File: src/rtl/cpu_pkg.sv
// Shared CPU types for the fetch/decode boundary.
// Fetch packet layout and HALT opcode.
package cpu_pkg;

  localparam int WORD_W = 32;
  localparam logic [5:0] OPC_HALT = 6'b000000;

  typedef struct packed {
    logic [WORD_W-1:0] instr;
    logic [WORD_W-1:0] pc;
    logic [WORD_W-1:0] pc4;
  } fetch_pkt_t;

  function automatic logic is_halt(
    input logic [WORD_W-1:0] instr
  );
    return instr[WORD_W-1 -: 6] == OPC_HALT;
  endfunction

endpackage

File: src/rtl/fetch_queue_if.sv
// Fetch/decode queue handshake bundle.
// master = fetch+decode side, slave = queue.
interface fetch_queue_if #(
  parameter int DEPTH  = 4,
  parameter int WORD_W = 32
);

  localparam int CW = $clog2(DEPTH + 1);

  logic              in_valid;
  logic [WORD_W-1:0] in_instr;
  logic [WORD_W-1:0] in_pc;
  logic [WORD_W-1:0] in_pc4;
  logic              in_ready;
  logic              flush;
  logic              out_valid;
  logic [WORD_W-1:0] out_instr;
  logic [WORD_W-1:0] out_pc;
  logic [WORD_W-1:0] out_pc4;
  logic              out_ready;
  logic [CW-1:0]     count;
  logic              halt_seen;

  modport master (
    output in_valid, in_instr, in_pc, in_pc4,
    output flush, out_ready,
    input  in_ready, out_valid,
    input  out_instr, out_pc, out_pc4,
    input  count, halt_seen
  );

  modport slave (
    input  in_valid, in_instr, in_pc, in_pc4,
    input  flush, out_ready,
    output in_ready, out_valid,
    output out_instr, out_pc, out_pc4,
    output count, halt_seen
  );

endinterface

File: src/rtl/fetchq_ram.sv
// Fetch queue storage: one sync write port,
// one combinational read port, data not reset.
module fetchq_ram
  import cpu_pkg::*;
#(
  parameter int DEPTH = 4,
  localparam int AW   = $clog2(DEPTH)
) (
  input  logic          clk,
  input  logic          we,
  input  logic [AW-1:0] waddr,
  input  fetch_pkt_t    wdata,
  input  logic [AW-1:0] raddr,
  output fetch_pkt_t    rdata
);

  fetch_pkt_t mem [DEPTH];

  always_ff @(posedge clk) begin
    if (we) begin
      mem[waddr] <= wdata;
    end
  end

  assign rdata = mem[raddr];

endmodule

File: src/rtl/fetch_queue.sv
// Fetch->decode instruction queue with one-cycle flush and HALT tracking.
// Define FETCHQ_BYPASS_EN for a zero-latency path when the queue is empty.
module fetch_queue
  import cpu_pkg::*;
#(
  parameter int DEPTH = 4
) (
  input  logic          clk,
  input  logic          rst,
  fetch_queue_if.slave  bus
);

  localparam int PW = $clog2(DEPTH);
  localparam int CW = $clog2(DEPTH + 1);

  logic [PW:0] wr_ptr_q, wr_ptr_d;
  logic [PW:0] rd_ptr_q, rd_ptr_d;
  logic        halt_seen_q, halt_seen_d;

  logic        empty;
  logic        full;
  logic        in_ready;
  logic        accept;
  logic        byp;
  logic        byp_take;
  logic        push;
  logic        pop;
  fetch_pkt_t  in_pkt;
  fetch_pkt_t  head_pkt;
  fetch_pkt_t  out_pkt;

  fetchq_ram #(
    .DEPTH (DEPTH)
  ) u_ram (
    .clk   (clk),
    .we    (push),
    .waddr (wr_ptr_q[PW-1:0]),
    .wdata (in_pkt),
    .raddr (rd_ptr_q[PW-1:0]),
    .rdata (head_pkt)
  );

  always_comb begin
    in_pkt = '{
      instr: bus.in_instr,
      pc:    bus.in_pc,
      pc4:   bus.in_pc4
    };
    empty = wr_ptr_q == rd_ptr_q;
    full  = (wr_ptr_q[PW-1:0] == rd_ptr_q[PW-1:0])
         && (wr_ptr_q[PW] != rd_ptr_q[PW]);
    in_ready = !full && !halt_seen_q;
    accept   = bus.in_valid && in_ready && !bus.flush;
`ifdef FETCHQ_BYPASS_EN
    byp      = empty && accept;
    byp_take = byp && bus.out_ready;
`else
    byp      = 1'b0;
    byp_take = 1'b0;
`endif
    push = accept && !byp_take;
    pop  = !empty && bus.out_ready && !bus.flush;
    out_pkt = '0;
    if (!empty) begin
      out_pkt = head_pkt;
    end
`ifdef FETCHQ_BYPASS_EN
    else if (byp) begin
      out_pkt = in_pkt;
    end
`endif
  end

  // flush wins over any same-cycle push/pop
  always_comb begin
    wr_ptr_d    = wr_ptr_q;
    rd_ptr_d    = rd_ptr_q;
    halt_seen_d = halt_seen_q;
    if (bus.flush) begin
      wr_ptr_d    = '0;
      rd_ptr_d    = '0;
      halt_seen_d = 1'b0;
    end else begin
      if (push) wr_ptr_d = wr_ptr_q + 1'b1;
      if (pop)  rd_ptr_d = rd_ptr_q + 1'b1;
      if (accept && is_halt(bus.in_instr)) begin
        halt_seen_d = 1'b1;
      end
    end
  end

  always_ff @(posedge clk or negedge rst) begin
    if (!rst) begin
      wr_ptr_q    <= '0;
      rd_ptr_q    <= '0;
      halt_seen_q <= 1'b0;
    end else begin
      wr_ptr_q    <= wr_ptr_d;
      rd_ptr_q    <= rd_ptr_d;
      halt_seen_q <= halt_seen_d;
    end
  end

  assign bus.in_ready  = in_ready;
  assign bus.out_valid = !empty || byp;
  assign bus.out_instr = out_pkt.instr;
  assign bus.out_pc    = out_pkt.pc;
  assign bus.out_pc4   = out_pkt.pc4;
  assign bus.count     = CW'(wr_ptr_q - rd_ptr_q);
  assign bus.halt_seen = halt_seen_q;

endmodule
File: src/flat_wrapper.sv
// flat-port wrapper written by rule: the top's interface ports become plain ports
module fetch_queue_flat import cpu_pkg::*;
#(
  parameter int DEPTH = 4
)
  (clk, rst, bus_in_valid, bus_in_instr, bus_in_pc, bus_in_pc4, bus_flush, bus_out_ready, bus_in_ready, bus_out_valid, bus_out_instr, bus_out_pc, bus_out_pc4, bus_count, bus_halt_seen);
  fetch_queue_if #(.DEPTH(DEPTH)) bus_i ();
  input  logic clk;
  input  logic rst;
  input wire logic [$bits(bus_i.in_valid)-1:0] bus_in_valid;
  input wire logic [$bits(bus_i.in_instr)-1:0] bus_in_instr;
  input wire logic [$bits(bus_i.in_pc)-1:0] bus_in_pc;
  input wire logic [$bits(bus_i.in_pc4)-1:0] bus_in_pc4;
  input wire logic [$bits(bus_i.flush)-1:0] bus_flush;
  input wire logic [$bits(bus_i.out_ready)-1:0] bus_out_ready;
  output wire logic [$bits(bus_i.in_ready)-1:0] bus_in_ready;
  output wire logic [$bits(bus_i.out_valid)-1:0] bus_out_valid;
  output wire logic [$bits(bus_i.out_instr)-1:0] bus_out_instr;
  output wire logic [$bits(bus_i.out_pc)-1:0] bus_out_pc;
  output wire logic [$bits(bus_i.out_pc4)-1:0] bus_out_pc4;
  output wire logic [$bits(bus_i.count)-1:0] bus_count;
  output wire logic [$bits(bus_i.halt_seen)-1:0] bus_halt_seen;
  assign bus_i.in_valid = bus_in_valid;
  assign bus_i.in_instr = bus_in_instr;
  assign bus_i.in_pc = bus_in_pc;
  assign bus_i.in_pc4 = bus_in_pc4;
  assign bus_i.flush = bus_flush;
  assign bus_i.out_ready = bus_out_ready;
  assign bus_in_ready = bus_i.in_ready;
  assign bus_out_valid = bus_i.out_valid;
  assign bus_out_instr = bus_i.out_instr;
  assign bus_out_pc = bus_i.out_pc;
  assign bus_out_pc4 = bus_i.out_pc4;
  assign bus_count = bus_i.count;
  assign bus_halt_seen = bus_i.halt_seen;
  fetch_queue #(.DEPTH(DEPTH)) u_core (.clk(clk), .rst(rst), .bus(bus_i));
endmodule
File: config.mk
export PLATFORM = sky130hd
export DESIGN_NAME = fetch_queue_flat
export DESIGN_NICKNAME = d
export VERILOG_FILES = /design/src/rtl/cpu_pkg.sv /design/src/rtl/fetch_queue_if.sv /design/src/rtl/fetchq_ram.sv /design/src/rtl/fetch_queue.sv /design/src/flat_wrapper.sv
export SDC_FILE = /design/constraint.sdc
export NUM_CORES = 1
export LEC_CHECK = 0
export ABC_CLOCK_PERIOD_IN_PS = 15250
export CAP_MARGIN = 0
export CORE_UTILIZATION = 45
export CTS_CLUSTER_DIAMETER = 30
export DETAILED_ROUTE_END_ITERATION = 6
export DONT_BUFFER_PORTS = 1
export PLACE_DENSITY = 0.67
export SYNTH_ARGS = -nofsm -noshare
export SYNTH_HDL_FRONTEND = slang
export SYNTH_HIERARCHICAL = 1
export SYNTH_SLANG_ARGS = --single-unit
File: constraint.sdc
create_clock -name clk -period 15.25 [get_ports clk]
set_clock_uncertainty 0.05 [all_clocks]
set_input_delay 3.05 -clock clk [delete_from_list [all_inputs] [get_ports clk]]
set_output_delay 3.05 -clock clk [all_outputs]
set_load 0.1 [all_outputs]
==> results.json <==
{
  "rsz0062_at_grt": "false",
  "comb_power_share_pct": 24.0,
  "grt_usage_pct": 16.9,
  "cts_made_buffers": 70,
  "routed_wl_mm": 28.1,
  "r2r_cells": 8,
  "chipHeight_um": 185,
  "synth_area_leader_cell": "edfxtp_1",
  "hold_path_end": "u_core/rd_ptr_q[2]$_DFFE_PN0P_",
  "ys_types": 33,
  "ant_nets": 0,
  "drive_gt1_share_pct": 29.8,
  "cts-resized-gates": 0,
  "worst_pin_slew_ns": 1.19,
  "outcome": "finished, final reports clean",
  "power_density_nw_per_um2": 200,
  "multi_input_area_um2": 3140,
  "synthCells": 664,
  "cts_root_buffer": "clkbuf_16",
  "crit_path_start_kind": "register",
  "critical_path.slowest_cell": "and2_1",
  "synth-main-ff-cell": "edfxtp_1",
  "setup_viol": 0,
  "clk_path_buf_depth": 3,
  "dieArea_um2": 34200,
  "timing.fmax_ghz": 0.142,
  "crit_buf_inv": 1,
  "regToRegSetupSlack_ns": 10.27,
  "num_antenna_cells": 0,
  "worst-setup-path-type": "register to output port",
  "synthToLayoutAreaGrowth_pct": 17.9,
  "nets": 818,
  "vias": 6608,
  "firstDrtPassIters": 4,
  "grt_pass1_wl_mm": 42.7,
  "worstPathCellList": "inv_1 -> ha_1 -> and2_1 -> nand2_4 -> and2_1",
  "synth_edf_count": 384,
  "synth-seq-cells": 391,
  "switching_share_pct": 35.4,
  "r2r-start": "u_core/rd_ptr_q[1]$_DFFE_PN0P_",
  "postSynthAreaPerCell_um2": 22.7,
  "crit_arrival_ns": 3.92,
  "max_slew_margin_pct": 20.6,
  "maxCapViolCount": 0,
  "cp_top_family": "simple AND/OR/NAND/NOR gates",
  "remaining_drc_errors": 0,
  "worstHoldPathCells": 2,
  "core_area_um2": 32800,
  "drtIter0Drc": 465,
  "htree_levels": 3,
  "wl_per_cell_um": 23.3,
  "placementRows": 66,
  "postLayoutCoreUtil_pct": 54.2,
  "cpMostUsedCell": "and2_1",
  "p_seq_share_pct": 34.9,
  "switchingPower_mw": 1.26,
  "p_int_mw": 2.30,
  "drv_slew": 0,
  "irDropWorstVdd_mv": 0.121,
  "clock_latency_ns": 0.55,
  "globalplace.congestion": 0.777,
  "cts_hold_repair.buffers": 0,
  "crit_required_ns": 12.15,
  "timing.rr.end": "u_core/u_ram/mem[0][89]$_DFFE_PP_",
  "synth_warnings": 6,
  "synth.area.top_cells": "edfxtp_1 77%, mux4_2 14%, and2_1 4.1%",
  "ioPinCount": 203,
  "grt_pass1_vias": 7401,
  "die_x_um": 185,
  "seq_area_frac_synth_pct": 77.7,
  "fin_crit_ns": 7.02,
  "async_reset_ff_share_pct": 1.79,
  "cts_setup_buffers": 0,
  "crit_fanout": 97,
  "synth.cell_area_um2": 15100,
  "grt_max_degree": 98,
  "clock_power_share_pct": 41.2,
  "hp-start": "u_core/rd_ptr_q[2]$_DFFE_PN0P_",
  "seqCellArea_um2": 11700,
  "worst_setup_path_end_kind": "output port",
  "hold_viol": 0,
  "syn-num-nets": 770,
  "finalCritPeriodShare_pct": 46.0,
  "cts_sinks": 391,
  "p_leak_nw": 5.69,
  "via_per_inst": 5.46,
  "setup_tns_ns": 0,
  "cp_slowest_stage_delay_ns": 0.94,
  "min_path_type": "register to register",
  "yosysTopAreaCellShare_pct": 76.5,
  "io_buffers": 0,
  "antenna_found_initial": 0,
  "start_util_pct": 46.0,
  "fillCellCount": 2450,
  "hpwl_mm": 16.2,
  "cts.clk_slew.worst_paths_ns": 0.05,
  "cp.depth": 5,
  "cts_tree": "built",
  "grt-ovfl-total": 0
}
==> cells in the final DEF, fill, tap and decap left out, types with 3 or more instances in the layout <==
master	n
edfxtp_1	384
and2_1	98
mux4_2	96
clkbuf_16	71
clkinv_2	12
clkinv_1	12
buf_4	9
inv_6	8
clkbuf_1	6
clkinvlp_4	6
inv_1	6
bufinv_16	5
nor2_1	5
dfrtp_1	5
nor2b_1	4
ha_1	4
clkinv_4	3
mux2_2	3
==> power by group through the flow <==
| stage | clock [mW] | combinational [mW] | sequential [mW] |
|---|---|---|---|
| final | 1.46 | 0.852 | 1.24 |
| after global routing | 1.55 | 0.879 | 1.24 |
| after CTS | 1.50 | 0.860 | 1.24 |
| after detailed placement | 0 | 0.858 | 1.26 |
| after global placement | 0 | 0.852 | 1.26 |
| after floorplan | 0 | 0.824 | 1.25 |
==> cells by family (layout without fill, tap and decap cells) <==
kind of cell	count (synthesis)	in the layout	share of synthesized area, %
compound gates	10	10	0.506
xor+xnor	3	3	0.224
fa+ha+maj	5	5	0.465
buf+inv	39	143	1.73
flops	391	391	77.7
mux	100	100	14.7
simple gates	116	116	4.75
==> area by class of cell <==
| cell class | count | area share (%) |
|---|---|---|
| Clock buffer | 77 | 10.1 |
| Multi-Input combinational cell | 234 | 17.7 |
| Timing Repair Buffer | 9 | 0.380 |
| Sequential cell | 391 | 65.9 |
| Clock inverter | 51 | 2.70 |
| Tap cell | 442 | 3.11 |
| Inverter | 6 | 0.127 |
==> layer usage <==
layer / wire (µm) / vias up / track usage, %
met5: 0 / - / 0
met4: 388 / 0 / 5.75
met3: 3040 / 38 / 7.31
met2: 13800 / 278 / 27.7
met1: 10900 / 3456 / 20.1
li1: - / 2836 / -
==> worst max path at each step <==
stage / start / end / slack [ns]
floorplan: bus_in_valid / u_core/u_ram/mem[0][0]$_DFFE_PP_ / 3.80
global placement: bus_in_valid / u_core/u_ram/mem[0][57]$_DFFE_PP_ / 8.67
detailed placement: bus_in_valid / u_core/u_ram/mem[0][68]$_DFFE_PP_ / 8.46
CTS: u_core/rd_ptr_q[1]$_DFFE_PN0P_ / bus_out_pc4[5] / 8.13
global route: u_core/rd_ptr_q[1]$_DFFE_PN0P_ / bus_out_pc[21] / 7.99
finish: u_core/rd_ptr_q[1]$_DFFE_PN0P_ / bus_out_pc4[5] / 8.23
==> synthesized netlist by cell type (3+ instances only) <==
| library cell | number |
|---|---|
| clkbuf_1 | 11 |
| and2_1 | 98 |
| inv_1 | 6 |
| buf_8 | 4 |
| dfrtp_1 | 7 |
| buf_6 | 5 |
| mux4_2 | 96 |
| buf_2 | 12 |
| nor2_1 | 5 |
| nor2b_1 | 4 |
| edfxtp_1 | 384 |
| mux2_2 | 3 |
| ha_1 | 4 |
==> registers in the layout (all words and copies together), names as in the netlist <==
signal                cells
u_core/u_ram/mem        384
u_core/rd_ptr_q           3
u_core/wr_ptr_q           3
u_core/bus.halt_seen      1
==> metrics by stage <==
stage / total power [mW] / cell area, µm² / instances / hold slack (ns) / setup WS [ns]
final: 3.55 / 17800 / 1210 / 0.665 / 8.23
after global routing: 3.67 / 17800 / 1210 / 0.706 / 7.99
after CTS: 3.60 / 17800 / 1210 / 0.667 / 8.13
after detailed placement: 2.12 / 15500 / 1082 / 0.654 / 8.46
after global placement: 2.11 / 15500 / 1082 / 0.635 / 8.67
after floorplan: 2.07 / 15100 / 664 / 0.535 / 3.80
==> worst min-delay path, stage by stage (launching register included) <==
cell	delay, ns
dfrtp_1	0.43
nor2_1	0.11
mux2_2	0.14
Power figures use the tool's default switching activity.
